===== config.mk =====
export PLATFORM = sky130hd
export DESIGN_NAME = pls_seg_gen_flat
export DESIGN_NICKNAME = d
export VERILOG_FILES = /design/src/rtl/pls_seg_gen_if.sv /design/src/rtl/pls_seg_gen.sv /design/src/flat_wrapper.sv
export SDC_FILE = /design/constraint.sdc
export NUM_CORES = 1
export LEC_CHECK = 0
export ABC_AREA = 1
export BUFFER_PORTS_ARGS = -buffer_cell sky130_fd_sc_hd__buf_2
export CAP_MARGIN = 15
export CORE_UTILIZATION = 33
export DETAILED_ROUTE_END_ITERATION = 7
export SLEW_MARGIN = 5
export SYNTH_ARGS = -nofsm -noshare
export SYNTH_HDL_FRONTEND = slang
export SYNTH_SLANG_ARGS = --single-unit

===== constraint.sdc =====
create_clock -name aclk -period 3.1 [get_ports aclk]
set_input_delay 0.465 -clock aclk [delete_from_list [all_inputs] [get_ports aclk]]
set_output_delay 0.465 -clock aclk [all_outputs]
set_load 0.05 [all_outputs]

===== src/rtl/pls_seg_gen_if.sv =====
// ----------------------------------------------------------------------------
// pls_seg_gen_if
// AXI-Stream bundle carrying the generated waveform samples.
//
// Signals:
//   m_tdata  : signed sample (DATA_SIZE bits)
//   m_tvalid : sample valid
//   m_tready : downstream ready
//   m_tlast  : last sample of a signal period
//
// Modports:
//   master : driven by the generator (pls_seg_gen)
//   slave  : driven by the consumer (drives m_tready)
// ----------------------------------------------------------------------------
interface pls_seg_gen_if #(
    parameter int DATA_SIZE = 32
);
    logic signed [DATA_SIZE-1:0] m_tdata;
    logic                        m_tvalid;
    logic                        m_tready;
    logic                        m_tlast;

    modport master (
        output m_tdata,
        output m_tvalid,
        output m_tlast,
        input  m_tready
    );

    modport slave (
        input  m_tdata,
        input  m_tvalid,
        input  m_tlast,
        output m_tready
    );
endinterface


===== src/rtl/pls_seg_gen.sv =====
// ----------------------------------------------------------------------------
// pls_seg_gen
// Piecewise-linear segment generator. A signal period is made of up to
// linenmb segments; each segment is fetched from an external descriptor
// store (start value, increment, point count) and streamed as a ramp on an
// AXI-Stream master. Periods repeat cfg_repeat times (0 = forever) and the
// configuration group is re-sampled at every period start.
//
// Optional feature:
//   PLS_SATURATE_EN : when defined, the ramp accumulator saturates at the
//                     signed limits instead of wrapping modulo 2^DATA_SIZE.
//
// Ports:
//   aclk, aresetn     : clock, synchronous active-low reset
//   start, stop       : one-cycle control pulses
//   group_select      : configuration group for the next period
//   cfg_linenmb       : per-group segment count, group g at [8g+7:8g]
//   cfg_repeat        : per-group period repetitions, group g at [CNT_W*g +: CNT_W]
//   cfg_rd_en/grp/seg : descriptor read request
//   cfg_linea/offset/points : descriptor data, valid 1 cycle after cfg_rd_en
//   m_axis            : AXI-Stream master (pls_seg_gen_if.master)
//   busy              : high while not idle
//   done              : one-cycle pulse when returning to idle
// ----------------------------------------------------------------------------
module pls_seg_gen #(
    parameter int DATA_SIZE = 32,
    parameter int SEG_MAX   = 16,
    parameter int CNT_W     = 32
) (
    input  logic                        aclk,
    input  logic                        aresetn,
    input  logic                        start,
    input  logic                        stop,
    input  logic                        group_select,
    input  logic [15:0]                 cfg_linenmb,
    input  logic [2*CNT_W-1:0]          cfg_repeat,
    output logic                        cfg_rd_en,
    output logic                        cfg_rd_grp,
    output logic [7:0]                  cfg_rd_seg,
    input  logic signed [DATA_SIZE-1:0] cfg_linea,
    input  logic signed [DATA_SIZE-1:0] cfg_offset,
    input  logic [CNT_W-1:0]            cfg_points,
    pls_seg_gen_if.master               m_axis,
    output logic                        busy,
    output logic                        done
);

    typedef enum logic [2:0] {
        S_IDLE,
        S_LOAD,
        S_FETCH,
        S_RUN,
        S_DRAIN
    } state_t;

    localparam logic [8:0] SEG_LIM = 9'(SEG_MAX);

    // Ramp step: saturating or wrapping add of the segment increment.
    function automatic logic signed [DATA_SIZE-1:0] acc_add(
        input logic signed [DATA_SIZE-1:0] a,
        input logic signed [DATA_SIZE-1:0] b
    );
`ifdef PLS_SATURATE_EN
        logic signed [DATA_SIZE:0] s;
        s = {a[DATA_SIZE-1], a} + {b[DATA_SIZE-1], b};
        // Overflow when the extra sign bit disagrees with the result sign.
        if (s[DATA_SIZE] != s[DATA_SIZE-1])
            return s[DATA_SIZE] ? {1'b1, {(DATA_SIZE-1){1'b0}}}
                                : {1'b0, {(DATA_SIZE-1){1'b1}}};
        return s[DATA_SIZE-1:0];
`else
        return a + b;
`endif
    endfunction

    state_t                      state_q, state_d;
    logic                        grp_q, grp_d;
    logic [8:0]                  seg_q, seg_d;
    logic [CNT_W-1:0]            rep_q, rep_d;
    logic [CNT_W-1:0]            pcnt_q, pcnt_d;
    logic [CNT_W-1:0]            pts_q, pts_d;
    logic signed [DATA_SIZE-1:0] acc_q, acc_d;
    logic signed [DATA_SIZE-1:0] off_q, off_d;
    logic                        stop_q, stop_d;

    logic [7:0]       lin_cur, lin_new;
    logic [CNT_W-1:0] rep_cur;
    logic [8:0]       seg_nx;
    logic [CNT_W-1:0] rep_nx;
    logic             period_end;
    logic             last_rep;
    logic             last_pt;
    logic             run;

    // Segment-advance outcome, shared by FETCH (empty segment) and RUN.
    state_t     adv_state;
    logic [8:0] adv_seg;
    logic       adv_grp;
    logic [CNT_W-1:0] adv_rep;

    assign lin_cur    = grp_q ? cfg_linenmb[15:8] : cfg_linenmb[7:0];
    assign lin_new    = group_select ? cfg_linenmb[15:8] : cfg_linenmb[7:0];
    assign rep_cur    = grp_q ? cfg_repeat[2*CNT_W-1:CNT_W] : cfg_repeat[CNT_W-1:0];
    assign seg_nx     = seg_q + 9'd1;
    assign rep_nx     = rep_q + CNT_W'(1);
    assign period_end = (seg_nx >= {1'b0, lin_cur}) || (seg_nx >= SEG_LIM);
    assign last_rep   = (rep_cur != '0) && (rep_nx == rep_cur);
    assign last_pt    = (pcnt_q == pts_q - CNT_W'(1));
    assign run        = (state_q == S_RUN);

    always_comb begin
        adv_state = S_LOAD;
        adv_seg   = seg_nx;
        adv_grp   = grp_q;
        adv_rep   = rep_q;
        if (period_end) begin
            if (last_rep) begin
                adv_state = S_DRAIN;
                adv_seg   = seg_q;
            end else begin
                // Period wrap: new group sampled here and nowhere mid-period.
                adv_seg   = '0;
                adv_rep   = rep_nx;
                adv_grp   = group_select;
                adv_state = (lin_new == 8'd0) ? S_DRAIN : S_LOAD;
            end
        end
    end

    always_ff @(posedge aclk) begin
        if (!aresetn) begin
            state_q <= S_IDLE;
            grp_q   <= 1'b0;
            seg_q   <= '0;
            rep_q   <= '0;
            pcnt_q  <= '0;
            pts_q   <= '0;
            acc_q   <= '0;
            off_q   <= '0;
            stop_q  <= 1'b0;
        end else begin
            state_q <= state_d;
            grp_q   <= grp_d;
            seg_q   <= seg_d;
            rep_q   <= rep_d;
            pcnt_q  <= pcnt_d;
            pts_q   <= pts_d;
            acc_q   <= acc_d;
            off_q   <= off_d;
            stop_q  <= stop_d;
        end
    end

    always_comb begin
        state_d = state_q;
        grp_d   = grp_q;
        seg_d   = seg_q;
        rep_d   = rep_q;
        pcnt_d  = pcnt_q;
        pts_d   = pts_q;
        acc_d   = acc_q;
        off_d   = off_q;
        stop_d  = stop_q | stop;

        case (state_q)
            S_IDLE: begin
                stop_d = 1'b0;
                if (start && (lin_new != 8'd0)) begin
                    state_d = S_LOAD;
                    grp_d   = group_select;
                    seg_d   = '0;
                    rep_d   = '0;
                end
            end
            S_LOAD: begin
                state_d = stop_q ? S_DRAIN : S_FETCH;
            end
            S_FETCH: begin
                if (stop_q) begin
                    state_d = S_DRAIN;
                end else begin
                    acc_d  = cfg_linea;
                    off_d  = cfg_offset;
                    pts_d  = cfg_points;
                    pcnt_d = '0;
                    if (cfg_points == '0) begin
                        state_d = adv_state;
                        seg_d   = adv_seg;
                        grp_d   = adv_grp;
                        rep_d   = adv_rep;
                    end else begin
                        state_d = S_RUN;
                    end
                end
            end
            S_RUN: begin
                if (m_axis.m_tready) begin
                    acc_d  = acc_add(acc_q, off_q);
                    pcnt_d = pcnt_q + CNT_W'(1);
                    if (stop_q) begin
                        state_d = S_DRAIN;
                    end else if (last_pt) begin
                        state_d = adv_state;
                        seg_d   = adv_seg;
                        grp_d   = adv_grp;
                        rep_d   = adv_rep;
                    end
                end
            end
            S_DRAIN: begin
                stop_d  = 1'b0;
                state_d = S_IDLE;
            end
            default: begin
                stop_d  = 1'b0;
                state_d = S_IDLE;
            end
        endcase
    end

    assign busy            = (state_q != S_IDLE);
    assign done            = (state_q == S_DRAIN);
    assign cfg_rd_en       = (state_q == S_LOAD);
    assign cfg_rd_grp      = grp_q;
    assign cfg_rd_seg      = seg_q[7:0];
    assign m_axis.m_tvalid = run;
    assign m_axis.m_tdata  = run ? acc_q : '0;
    assign m_axis.m_tlast  = run && last_pt && period_end;

endmodule


===== src/flat_wrapper.sv =====
// flat-port wrapper written by rule: the top's interface ports become plain ports
module pls_seg_gen_flat 
#(
    parameter int DATA_SIZE = 32,
    parameter int SEG_MAX   = 16,
    parameter int CNT_W     = 32
)
  (aclk, aresetn, start, stop, group_select, cfg_linenmb, cfg_repeat, cfg_rd_en, cfg_rd_grp, cfg_rd_seg, cfg_linea, cfg_offset, cfg_points, busy, done, m_axis_m_tdata, m_axis_m_tvalid, m_axis_m_tlast, m_axis_m_tready);
  pls_seg_gen_if #(.DATA_SIZE(DATA_SIZE)) m_axis_i ();
  input  logic aclk;
  input  logic aresetn;
  input  logic start;
  input  logic stop;
  input  logic group_select;
  input  logic [15:0] cfg_linenmb;
  input  logic [2*CNT_W-1:0] cfg_repeat;
  output logic cfg_rd_en;
  output logic cfg_rd_grp;
  output logic [7:0] cfg_rd_seg;
  input  logic signed [DATA_SIZE-1:0] cfg_linea;
  input  logic signed [DATA_SIZE-1:0] cfg_offset;
  input  logic [CNT_W-1:0] cfg_points;
  output logic busy;
  output logic done;
  output wire logic [$bits(m_axis_i.m_tdata)-1:0] m_axis_m_tdata;
  output wire logic [$bits(m_axis_i.m_tvalid)-1:0] m_axis_m_tvalid;
  output wire logic [$bits(m_axis_i.m_tlast)-1:0] m_axis_m_tlast;
  input wire logic [$bits(m_axis_i.m_tready)-1:0] m_axis_m_tready;
  assign m_axis_m_tdata = m_axis_i.m_tdata;
  assign m_axis_m_tvalid = m_axis_i.m_tvalid;
  assign m_axis_m_tlast = m_axis_i.m_tlast;
  assign m_axis_i.m_tready = m_axis_m_tready;
  pls_seg_gen #(.DATA_SIZE(DATA_SIZE), .SEG_MAX(SEG_MAX), .CNT_W(CNT_W)) u_core (.aclk(aclk), .aresetn(aresetn), .start(start), .stop(stop), .group_select(group_select), .cfg_linenmb(cfg_linenmb), .cfg_repeat(cfg_repeat), .cfg_rd_en(cfg_rd_en), .cfg_rd_grp(cfg_rd_grp), .cfg_rd_seg(cfg_rd_seg), .cfg_linea(cfg_linea), .cfg_offset(cfg_offset), .cfg_points(cfg_points), .m_axis(m_axis_i), .busy(busy), .done(done));
endmodule

==> results.toml <==
[routing]
wl_per_cell_um = 14.5
drt.antenna.violating_nets = 0
viasPerCell = 4.93
num_vias = 14600
drt_iter0_markers = 886
first_pass_iters = 8
postRouteWirelength_mm = 43.1
drc = 0

[setup_path]
timing.rr.end = "u_core.rep_q[29]"
ff2ff_path_depth = 19
cp.arrival_ns = 2.84
endpoint_kind = "primary output"
r2r-start = "u_core.pts_q[0]"
reg2reg_slack_ns = 0.11
required_ns = 2.63
worstSetupEndpoint = "m_axis_m_tlast"
critPathLaunch = "u_core.pts_q[0]"
path_max_fanout = 4
startpoint_type = "flop"
crit_type = "reg2out"

[die]
top_level_ports = 228
fp-row-count = 73
die_x_um = 203
die_h_um = 203
coreArea_um2 = 39800
start_util_pct = 33.5
dieArea_um2 = 41200

[run_status]
outcome = "complete, but fails checks"
violations = "setup timing"

[power_and_ir_drop]
power_density_nw_per_um2 = 881
ir_drop_v = 0.000506
total_power_mw = 14.2
p_leak_nw = 7.54
p_int_mw = 7.14
p_clk_share_pct = 14.9
switching_share_pct = 49.7
power_frac_comb_pct = 60.7
seqPwrFrac_pct = 24.4
p_switching_mw = 7.04

[global_routing]
grt_overflow = 0
grt_start_max_net_pins = 69
grt_pass1_vias = 13600
grt_use_total_pct = 20.6
grt_pass1_wl_mm = 68.4
antenna_found_initial = 1

[synth]
synth_simple_gate_area_share_pct = 37.3
syn-cell-area_um2 = 13300
syn_nets = 2428
synth-async-reset-ratio_pct = 0
synth_ff_type = "dfxtp_1"
muxShareOfSynthArea_pct = 0.300
ys_seq_area_share_pct = 26.1
synthCells = 2201
synth_warnings = 0
ys_types = 53
synth_seq_cells = 174
synthAdderAreaFrac_pct = 4.28
synth-xor-area-share_pct = 5.61
avgSynthCellArea_um2 = 6.06
synth_edf_count = 0
synth_top_family_by_area = "simple AND/OR/NAND/NOR gates"
synth_compound_area_share_pct = 15.2

[worst_hold_path]
min_path_type = "in2reg"

[sta]
fmax_mhz = 303
whs_ns = 0.261
period_share_pct = 107
setup_ws_ns = -0.203
finClkSkew_ns = 0.0171
tightest_slew_ns = 0.735
slew_violations = 0
hold_viol = 0
finalSetupTns_ns = -0.203
setup_viol = 1
rsz0062_at_grt = "true"
period_minus_slack_ns = 3.30
max-slew-margin-rel_pct = 51.0

[layout]
seq_area_um2 = 3500
fillers = 4387
syn_to_final_growth_pct = 20.8
layout_commonest_cell = "nand2_1"
nets = 2652
design_area_um2 = 16100
finalNonFillerCells = 2963
drive_gt1_share_pct = 18.1
multi_input_area_um2 = 8570
mostFrequentLayoutCells = "nand2_1 (495), nor2_1 (355), inv_1 (281), buf_2 (226), dfxtp_1 (166)"
n_antenna_cell = 0

[run]
maxCapViolCount = 0

[clock_tree]
cts_tree = "built"
cts_sinks = 174
cts-root-buf = "clkbuf_16"
holdBufCountCts = 0
cts_made_buffers = 17
clk_path_buf_depth = 2
worstSkewPairLatency_ns = 0.46
clk_pin_slew_ns = 0.08
cts_max_level = 4

[place]
gp_congestion = 0.975
dpl-instance-area_um2 = 15200
dp_hpwl_mm = 33.2
placed_cells = 2917
io_buffers = 227
synth_stat cells (all sizes together), types with 2 or more instances:
library cell    n  area share (%)
a211oi          5            0.28
a21oi         123             4.6
a31oi          16            0.75
buf            27             1.4
clkbuf         54             1.5
clkinv          3           0.084
dfxtp         174              26
ha             44             4.1
inv           292             8.2
mux2i           4            0.30
nand2         512              15
nand3         112             4.5
nand3b         14            0.79
nand4          33             1.5
nor2          394              12
nor3           48             2.0
nor4           15            0.70
o2111ai         4            0.26
o211ai         19             1.1
o21a            7            0.39
o21ai         177             6.7
o21bai          5            0.28
o221ai          4            0.26
o31ai           2            0.11
or2            19            0.89
xnor2          20             1.3
xor2           62             4.1
critical path, stage by stage (launching register included):
cell and delay (ns):
dfxtp_1 0.32, inv_2 0.09, ha_4 0.16, nand2_4 0.07, nor2_4 0.15, buf_4 0.14, xor2_2 0.16, or2_2 0.14
nand2_1 0.05, nor4_2 0.30, o2111ai_1 0.14, nor2_1 0.12, nand4_1 0.21, nor2_4 0.17, buf_12 0.15
power groups by stage:
stage / Clock [mW] / Sequential, mW / Combinational (mW)
after global placement: 0 / 3.47 / 7.82
after CTS: 2.16 / 3.45 / 8.18
after detailed placement: 0 / 3.49 / 7.90
after floorplan: 0 / 3.30 / 6.16
after global routing: 2.25 / 3.54 / 9.71
final: 2.11 / 3.47 / 8.60
cell families after synthesis:
family / after synthesis
adder cells (fa/ha/maj): 45
AND/OR/NAND/NOR: 1149
buffers and inverters: 376
flip-flops: 174
multiplexers: 4
AO/OA/AOI/OAI: 370
XOR/XNOR: 83
what timing repair did:
| item | CTS | global route |
|---|---|---|
| endpoints found under the setup margin | 1 | 46 |
| resized for setup | 25 | 41 |
| setup buffers | 9 | 2 |
| gates cloned | 0 | 3 |
| endpoints found under the hold margin | 0 | 0 |
| pin swaps | 10 | 8 |
through the flow:
step | utilization, % | worst slack (ns)
final | 40.4 | -0.203
after global routing | 40.4 | -0.392
after global placement | 38.1 | 0.0681
after CTS | 39.9 | -0.188
after detailed placement | 38.1 | 0.0510
after floorplan | - | 0.0518
sequential cells by signal, summed over array words and instances (netlist names):
name and flops:
u_core.state_q 3, u_core.off_q 32, u_core.pts_q 32, u_core.acc_q 32, u_core.stop_q 1, u_core.pcnt_q 32, u_core.seg_q 9, u_core.rep_q 32
u_core.cfg_rd_grp 1
per-layer routing:
| metal | vias to the layer above | track usage (%) | part of all wire, % |
|---|---|---|---|
| met2 | 354 | 34.1 | 46 |
| met1 | 6683 | 27.8 | 47 |
| li1 | 7521 | - | - |
| met5 | - | 0 | 0.030 |
| met3 | 42 | 2.79 | 5.3 |
| met4 | 2 | 5.50 | 1.7 |
cell type report:
class	instances	share of cell area, %
well taps	525	4.08
inverters	295	6.88
multi-input cells	1651	53.2
clock buffers	19	2.69
flip-flops and latches	174	21.7
clock inverters	13	0.746
repair buffers	286	10.7
how the worst min path moves through the flow:
stage | start | end | slack (ns) | depth (start not counted)
after global placement | u_core.seg_q[8] | u_core.seg_q[8] | 0.46 | 2
final | cfg_points[25] | u_core.pts_q[25] | 0.26 | 3
after floorplan | u_core.seg_q[8] | u_core.seg_q[8] | 0.44 | 2
after detailed placement | u_core.seg_q[8] | u_core.seg_q[8] | 0.48 | 2
after CTS | cfg_points[25] | u_core.pts_q[25] | 0.24 | 3
after global routing | cfg_offset[19] | u_core.off_q[19] | 0.26 | 3
(Power assumes the default switching activity.)
